<file path="config.mk">
export PLATFORM = sky130hd
export DESIGN_NAME = hazard_controller
export DESIGN_NICKNAME = d
export VERILOG_FILES = /design/src/rtl/cpu_pkg.sv /design/src/rtl/sat_counter.sv /design/src/rtl/hazard_controller.sv
export SDC_FILE = /design/constraint.sdc
export NUM_CORES = 1
export LEC_CHECK = 0
export BUFFER_PORTS_ARGS = -buffer_cell sky130_fd_sc_hd__buf_2
export CORE_ASPECT_RATIO = 0.9
export CORE_UTILIZATION = 54
export DETAILED_ROUTE_END_ITERATION = 6
export PLACE_DENSITY = 0.84
export SYNTH_ARGS = -nofsm -noshare
export SYNTH_HDL_FRONTEND = slang
export SYNTH_SLANG_ARGS = --single-unit
</file>
<file path="constraint.sdc">
create_clock -name clk -period 4.8 [get_ports clk]
set_input_delay 0.48 -clock clk [delete_from_list [all_inputs] [get_ports clk]]
set_output_delay 0.48 -clock clk [all_outputs]
set_load 0.005 [all_outputs]
</file>
<file path="src/rtl/cpu_pkg.sv">
// Shared definitions for the 5-stage core: register-index width and
// the hazard controller's sequencing states.
package cpu_pkg;

    localparam int REG_W = 5;

    typedef enum logic [1:0] {
        RUN      = 2'd0,
        MEM_WAIT = 2'd1,
        ERROR    = 2'd2
    } state_e;

endpackage

</file>
<file path="src/rtl/sat_counter.sv">
// Saturating up-counter with a synchronous clear that beats the increment.
module sat_counter #(
    parameter int W = 16
) (
    input  logic         clk,
    input  logic         arst,
    input  logic         en,
    input  logic         clr,
    output logic [W-1:0] count
);

    logic [W-1:0] cnt_q;
    logic [W-1:0] cnt_d;

    always_comb begin
        cnt_d = cnt_q;
        if (clr) begin
            cnt_d = '0;
        end else if (en && (cnt_q != '1)) begin
            cnt_d = cnt_q + 1'b1;
        end
    end

    always_ff @(posedge clk or posedge arst) begin
        if (arst) begin
            cnt_q <= '0;
        end else begin
            cnt_q <= cnt_d;
        end
    end

    assign count = cnt_q;

endmodule

</file>
<file path="src/rtl/hazard_controller.sv">
// Pipeline sequencing: load-use bubble, branch flush, data-memory freeze
// with a sticky timeout, and a stall-cycle statistic.
module hazard_controller
    import cpu_pkg::*;
#(
    parameter int MEM_TIMEOUT = 16,
    parameter int STAT_W      = 16
) (
    input  logic              clk,
    input  logic              arst,
    input  logic [REG_W-1:0]  ID_Rs,
    input  logic [REG_W-1:0]  ID_Rt,
    input  logic              ID_uses_rt,
    input  logic              EX_mem_read,
    input  logic [REG_W-1:0]  EX_Rd,
    input  logic              branch_taken,
    input  logic              dmem_req,
    input  logic              dmem_ready,
    input  logic              stat_clr,
    output logic              pc_write,
    output logic              if_id_write,
    output logic              if_id_flush,
    output logic              id_ex_flush,
    output logic              pipe_en,
    output logic              mem_timeout,
    output logic [STAT_W-1:0] stall_cycles
);

    localparam int WC_W = $clog2(MEM_TIMEOUT);
    localparam logic [WC_W-1:0] WC_LAST = WC_W'(MEM_TIMEOUT - 1);

    state_e          state_q;
    state_e          state_d;
    logic [WC_W-1:0] wait_cnt_q;
    logic [WC_W-1:0] wait_cnt_d;
    logic            load_use;
    logic            mem_wait;
    logic            decode;

    assign load_use = EX_mem_read && (EX_Rd != '0) &&
                      ((EX_Rd == ID_Rs) ||
                       (ID_uses_rt && (EX_Rd == ID_Rt)));
    assign mem_wait = dmem_req && !dmem_ready;

    always_comb begin
        state_d     = state_q;
        wait_cnt_d  = wait_cnt_q;
        pc_write    = 1'b1;
        if_id_write = 1'b1;
        pipe_en     = 1'b1;
        if_id_flush = 1'b0;
        id_ex_flush = 1'b0;
        decode      = 1'b0;

        unique case (state_q)
            RUN: begin
                if (mem_wait) begin
                    pc_write    = 1'b0;
                    if_id_write = 1'b0;
                    pipe_en     = 1'b0;
                    state_d     = MEM_WAIT;
                    wait_cnt_d  = WC_W'(1);
                end else begin
                    decode = 1'b1;
                end
            end
            MEM_WAIT: begin
                // A dropped request releases the freeze just like ready.
                if (!mem_wait) begin
                    decode     = 1'b1;
                    state_d    = RUN;
                    wait_cnt_d = '0;
                end else begin
                    pc_write    = 1'b0;
                    if_id_write = 1'b0;
                    pipe_en     = 1'b0;
                    if (wait_cnt_q == WC_LAST) begin
                        state_d = ERROR;
                    end else begin
                        wait_cnt_d = wait_cnt_q + 1'b1;
                    end
                end
            end
            ERROR: begin
                pc_write    = 1'b0;
                if_id_write = 1'b0;
                pipe_en     = 1'b0;
            end
            default: begin
                state_d    = RUN;
                wait_cnt_d = '0;
            end
        endcase

        if (decode) begin
            if (branch_taken) begin
                if_id_flush = 1'b1;
                id_ex_flush = 1'b1;
            end else if (load_use) begin
                pc_write    = 1'b0;
                if_id_write = 1'b0;
                id_ex_flush = 1'b1;
            end
        end
    end

    always_ff @(posedge clk or posedge arst) begin
        if (arst) begin
            state_q    <= RUN;
            wait_cnt_q <= '0;
        end else begin
            state_q    <= state_d;
            wait_cnt_q <= wait_cnt_d;
        end
    end

    assign mem_timeout = (state_q == ERROR);

    sat_counter #(
        .W(STAT_W)
    ) u_stall_cnt (
        .clk  (clk),
        .arst (arst),
        .en   (!pc_write),
        .clr  (stat_clr),
        .count(stall_cycles)
    );

endmodule

</file>
Word-level counts from Yosys, hierarchy flattened. Cells that the tools add are included. W data, S select, Z words.

Register bits after elaboration: 22. Input bits: 23. Logic and storage cells: 50.

Add/sub/neg operators: 2. Equality and inequality tests: 9. Muxes and demuxes: 21. Bitwise operators: 1. Reduce and logical (&&, ||, !) cells: 14.

Operators by type and width (count): $mux W16 (2); $add A16 B1 Y16 const B (1); $ne A16 B16 Y1 const B (1); $mux W4 (3); $pmux W4 S3 (1); $eq A5 B5 Y1 (2); $mux W1 (10); $mux W2 (3); $ne A3 B3 Y1 const B (2); $pmux W2 S3 (1); $reduce_and A3 Y1 (2); $logic_and A1 B1 Y1 (5); $reduce_bool A5 Y1 (1); $add A4 B1 Y4 const B (1); $eq A4 B4 Y1 const B (1); $eq A2 B1 Y1 const B (1); $eq A2 B2 Y1 const B (1); $logic_not A1 Y1 (2); $logic_not A2 Y1 (1); $ne A2 B2 Y1 const B (1); $pmux W1 S2 (1); $reduce_bool A2 Y1 (1); $reduce_or A2 Y1 (1); $logic_or A1 B1 Y1 (1); $not A1 Y1 (1).

Logic depth before layout (Yosys ltp).
Depth after elaboration: 11. Gate-level depth with buffers: 9. Depth with buffers taken out: 7.

Modules after synthesis. Synthesis repeated with hierarchy kept, for this count alone.

Cells, all modules: 158. Area, all modules: 1426.4 sq um.

By module, submodules not included: sat_counter (instances 1, cells each 101, area an instance 932.1 sq um, seq. area each 400.4 sq um); hazard_controller (instances 1, cells each 57, area an instance 494.2 sq um, seq. area each 150.1 sq um).

Least setup slack after synthesis. OpenSTA, ideal clock, no wires.

Path kind: reg-to-reg. From: reg u_stall_cnt.cnt_q[0] (netlist: u_stall_cnt.count[0]). To: reg u_stall_cnt.cnt_q[9] (netlist: u_stall_cnt.count[9]). Arrival: 2.008 ns. Required time: 4.672 ns. Setup slack: 2.665 ns. Cell stages (with the launch flop): 9. Buffers on the path: 1. Period minus slack after synthesis: 2.135 ns. Cells stage by stage: dfrtp_1 -> ha_1 -> nand3_1 -> nor2_1 -> a311o_1 -> o21a_2 -> buf_6 -> nor3_1 -> mux2_1.

Word-level cells in the longest chain between the ends: 3. Elaborated cells between the ends (all ways): 6. Those cells by class: 1 x add/sub; 1 x eq/ne; 2 x mux; 2 x reduce/logical.

RTL lines: start, declared (line sat_counter.sv:12) `logic [W-1:0] cnt_q;`; start signal, assigned (line sat_counter.sv:28) `cnt_q <= cnt_d;`; $add A16 B1 Y16 / $ne A16 B16 Y1 (equally long branches) (line sat_counter.sv:20, sat_counter.sv:19); $mux W16 / $logic_and A1 B1 Y1 (equally long branches) (line sat_counter.sv:19) `end else if (en && (cnt_q != '1)) begin`; $mux W16 / $reduce_bool A2 Y1 (equally long branches).

Several ways; a longest one is shown, not always the timed one. The select of a mux whose other input is x is not followed. A chain may end at the register's enable or synchronous reset.

Worst setup path after layout. Ends and elaborated chain as after synthesis.

==> summary by stage <==
Drt
The count of nets left with antenna violations once routing finished came out at 0. The count of routing violations after the opening detailed-route iteration is 34. The number of vias after detailed routing is 1,305.

The total DRC errors in the routed layout is 0. In the routed layout, each cell is associated on average with a via count of 5.85. For this run, the detailed router's first-pass iteration total came to 4.

Summed over all nets, wire length on met2 after detailed routing comes to 1380 um. The routed length per placed instance is 13.2 um. For this block, the routed nets add up to 2940 um of wire.

The highest routed metal layer is met4. In the detailed route, the total length drawn on met3 is roughly 190 um. The wire length the detailed router placed on met1 is 1360 um.

Clock tree
The clock latency on the worst-skew pair is 0.30 ns. The count of clock tree sinks is 22. The number of buffers inserted during clock tree synthesis is 3. The buffer count from post-CTS setup fixing is 0.

TritonCTS built the clock tree. The H-tree depth reported by CTS is 1. The clock tree buffer depth is 2. The clock root buffer master is sky130_fd_sc_hd__clkbuf_4. The number of hold-repair buffers added at the cts stage is 0. The number of gates resized after CTS was 0. The clock slew seen by the registers of the worst setup and hold paths is 0.13 ns.

Synthesis
The share of synthesized area in the top cell type comes to 0.401. In the post-synthesis netlist, the biggest area contributors are sky130_fd_sc_hd__dfrtp_1, sky130_fd_sc_hd__xor2_1, sky130_fd_sc_hd__or3_1. The synthesized net count is 180. The share of the Yosys chip area taken by registers is 0.401. The unique cell type count in the Yosys netlist is 40. The mapped netlist covers 1370 um^2. The number of synthesized flops with an enable pin is 0. The count of synthesis-stage warnings from yosys is 0.

The largest total area in the synthesized netlist belongs to sky130_fd_sc_hd__dfrtp_1. The number of standard cells after synthesis is approximately 160. The average cell area after synthesis is 8.86 um^2. The primary flip-flop cell chosen by synthesis mapping is sky130_fd_sc_hd__dfrtp_1. The share of flip-flops with an asynchronous set or reset after synthesis is 1.00. The synthesized design contains 22 register bits.

Critical path
The worst setup path is launched from a flip-flop. For this run, the slowest stage of the critical path takes 0.46 ns. Along the worst path, the maximum fanout reaches 29. Counting both buffers and inverters, the worst setup path holds a total of 0. The worst setup path startpoint is u_stall_cnt.count[0]. At the worst endpoint, the required time is 5.00 ns. The endpoint type of the worst setup path is a flip-flop. The type of the worst setup path is flip-flop to flip-flop. The critical path goes through ha_1, nand3_1, nor2_1, a311o_1, o21a_2, nor3_1, mux2_1. The cell family contributing the most delay on the critical path is compound AO/OA/AOI/OAI gates. The reg-to-reg critical path startpoint is u_stall_cnt.count[0].

Data arrives at the worst endpoint at 2.61 ns. For this design, the slowest cell found on the critical path is sky130_fd_sc_hd__dfrtp_1.

GRT
The largest net degree at the start of global routing is 30. The via count of the first global-routing pass is 1,206. The global routing usage summed across all routing layers is 0.234. The initial antenna violation count is 0. Global routing finished with a remaining overflow of 0.

The first global-routing pass estimated roughly 4700 um of wire.

STA
The worst pin sits at a relative slew slack of 0.438. The fmax is 0.414 GHz. Setup violations remaining at the end of the flow were counted as 0. The count of final max-slew check failures is 0. The post-route clock skew is 0.00534 ns.

Setup repair after global routing left no endpoint under its margin. Counting I/O delays and the setup requirement, the final critical path takes about 2.4 ns. Of the available clock period, the critical path in the final layout requires 0.504. For the pin with the worst max-slew slack, the measured transition is 0.842 ns.

The final count of hold timing violations is 0. The total negative slack for setup checks is 0 ns.

Place
The number of port buffers is 44. The congestion estimate from routability-driven global placement came to 0.850. The total half-perimeter wirelength after legalization and detailed placement is 2180 um.

Layout
The number of nets in the layout is around 220. The antenna diode instance count is 0. In the final layout, the share of cells above drive strength 1 is 0.270. Relative to the synthesized area, the layout overhead comes to 18.0%. The library cell used most frequently in the layout, excluding fill and tap cells, is sky130_fd_sc_hd__buf_2. In the layout the commonest cells are sky130_fd_sc_hd__buf_2, sky130_fd_sc_hd__dfrtp_1, sky130_fd_sc_hd__a21oi_1.

Die
From left edge to right edge, the die measures approximately 55 um. In this run the core area contains 16 standard-cell rows. The starting density of the core is 0.601.

For this design the top-level I/O count stands at 45. The core region is 2280 um^2. The die outline area is 2750 um^2. The floorplan step set the die height to 49.8 um.

Pwr
The largest voltage drop on the vdd net is about 170 uV. Overall power consumption after layout is estimated at 384 uW. The reported leakage power is 0.750 nW.

Dividing total power by cell area gives a power density of 237 nW/um^2.

Flow run
Max-cap violations in this run came to 0.

Min path
The min-delay analysis places its worst path in the category input pin to async pin.

Status
The flow ran to the end, and the final reports show no timing, DRC or antenna violations.
synthesized netlist by cell type (2+ instances only):
| library cell | count |
|---|---|
| sky130_fd_sc_hd__a21oi_1 | 15 |
| sky130_fd_sc_hd__o22ai_1 | 2 |
| sky130_fd_sc_hd__xor2_1 | 10 |
| sky130_fd_sc_hd__nor2_1 | 11 |
| sky130_fd_sc_hd__dfrtp_1 | 22 |
| sky130_fd_sc_hd__nand3_1 | 9 |
| sky130_fd_sc_hd__o21ai_0 | 7 |
| sky130_fd_sc_hd__or3_1 | 13 |
| sky130_fd_sc_hd__buf_6 | 4 |
| sky130_fd_sc_hd__nand3b_1 | 2 |
| sky130_fd_sc_hd__nor3_1 | 3 |
| sky130_fd_sc_hd__nor2b_1 | 2 |
| sky130_fd_sc_hd__inv_1 | 6 |
| sky130_fd_sc_hd__nand2_1 | 10 |
| sky130_fd_sc_hd__o21ai_1 | 9 |
| sky130_fd_sc_hd__ha_1 | 2 |
| sky130_fd_sc_hd__nand4_1 | 4 |
| sky130_fd_sc_hd__mux2i_1 | 2 |
worst paths after layout:
| kind | to | slack (ns) | cells past startpoint |
|---|---|---|---|
| max in group asynchronous | u_stall_cnt.count[10] | 3.96 | 2 |
| setup reg to reg | u_stall_cnt.count[9] | 2.38 | 7 |
| setup / recovery | u_stall_cnt.count[9] | 2.38 | 7 |
| hold reg to reg | wait_cnt_q[3] | 0.56 | 1 |
| hold / removal | wait_cnt_q[0] | 0.32 | 2 |
| min in group clk | wait_cnt_q[0] | 0.47 | 4 |
kinds of logic (layout without fill, tap and decap cells):
logic type	after synthesis	count (layout)	synth area share
AOI/OAI and AO/OA	44	44	0.190
xor gates and xnor gates	11	11	0.0702
adders and majority gates	2	2	0.0182
buffers and inverters	13	54	0.0602
DFF	22	22	0.401
muxes	3	3	0.0228
and+or+nand+nor	60	60	0.238
layout make-up:
type | instances | area (um^2)
clock buffer | 3 | 22.5
clock inverter | 1 | 30.0
fill | 184 | 663
inverter | 6 | 22.5
multi-input combinational | 120 | 739
sequential | 22 | 551
tap | 27 | 33.8
timing repair buffer | 44 | 220
where the power goes:
group	switching (mW)	internal (mW)	total (mW)	leakage [nW]
sequential	0.00469	0.189	0.193	0.303
clock	0.0572	0.0843	0.142	0.0279
combinational	0.0276	0.0218	0.0494	0.419
per-stage QoR:
stage	instances	util	worst slack (ns)	cell area, um^2	hold WS [ns]
2_1_floorplan	155	-	2.66	1370	0.469
3_3_place_gp	219	0.686	2.45	1570	0.510
3_5_place_dp	219	0.686	2.37	1570	0.537
4_1_cts	223	0.709	2.39	1620	0.335
5_1_grt	223	0.709	2.16	1620	0.391
6_report	223	0.709	2.38	1620	0.319
flip-flops by register name, indices dropped and copies added, names as in the netlist:
register	cells
state_q	2
wait_cnt_q	4
u_stall_cnt.count	16
metal layers:
layer  global-route usage  vias to the layer above
li1                     -                      649
met3               0.0278                        2
met2                0.390                       52
met1                0.304                      602
met4               0.0875                        0
met5                    0                        -
Power figures use the tool's default switching activity.
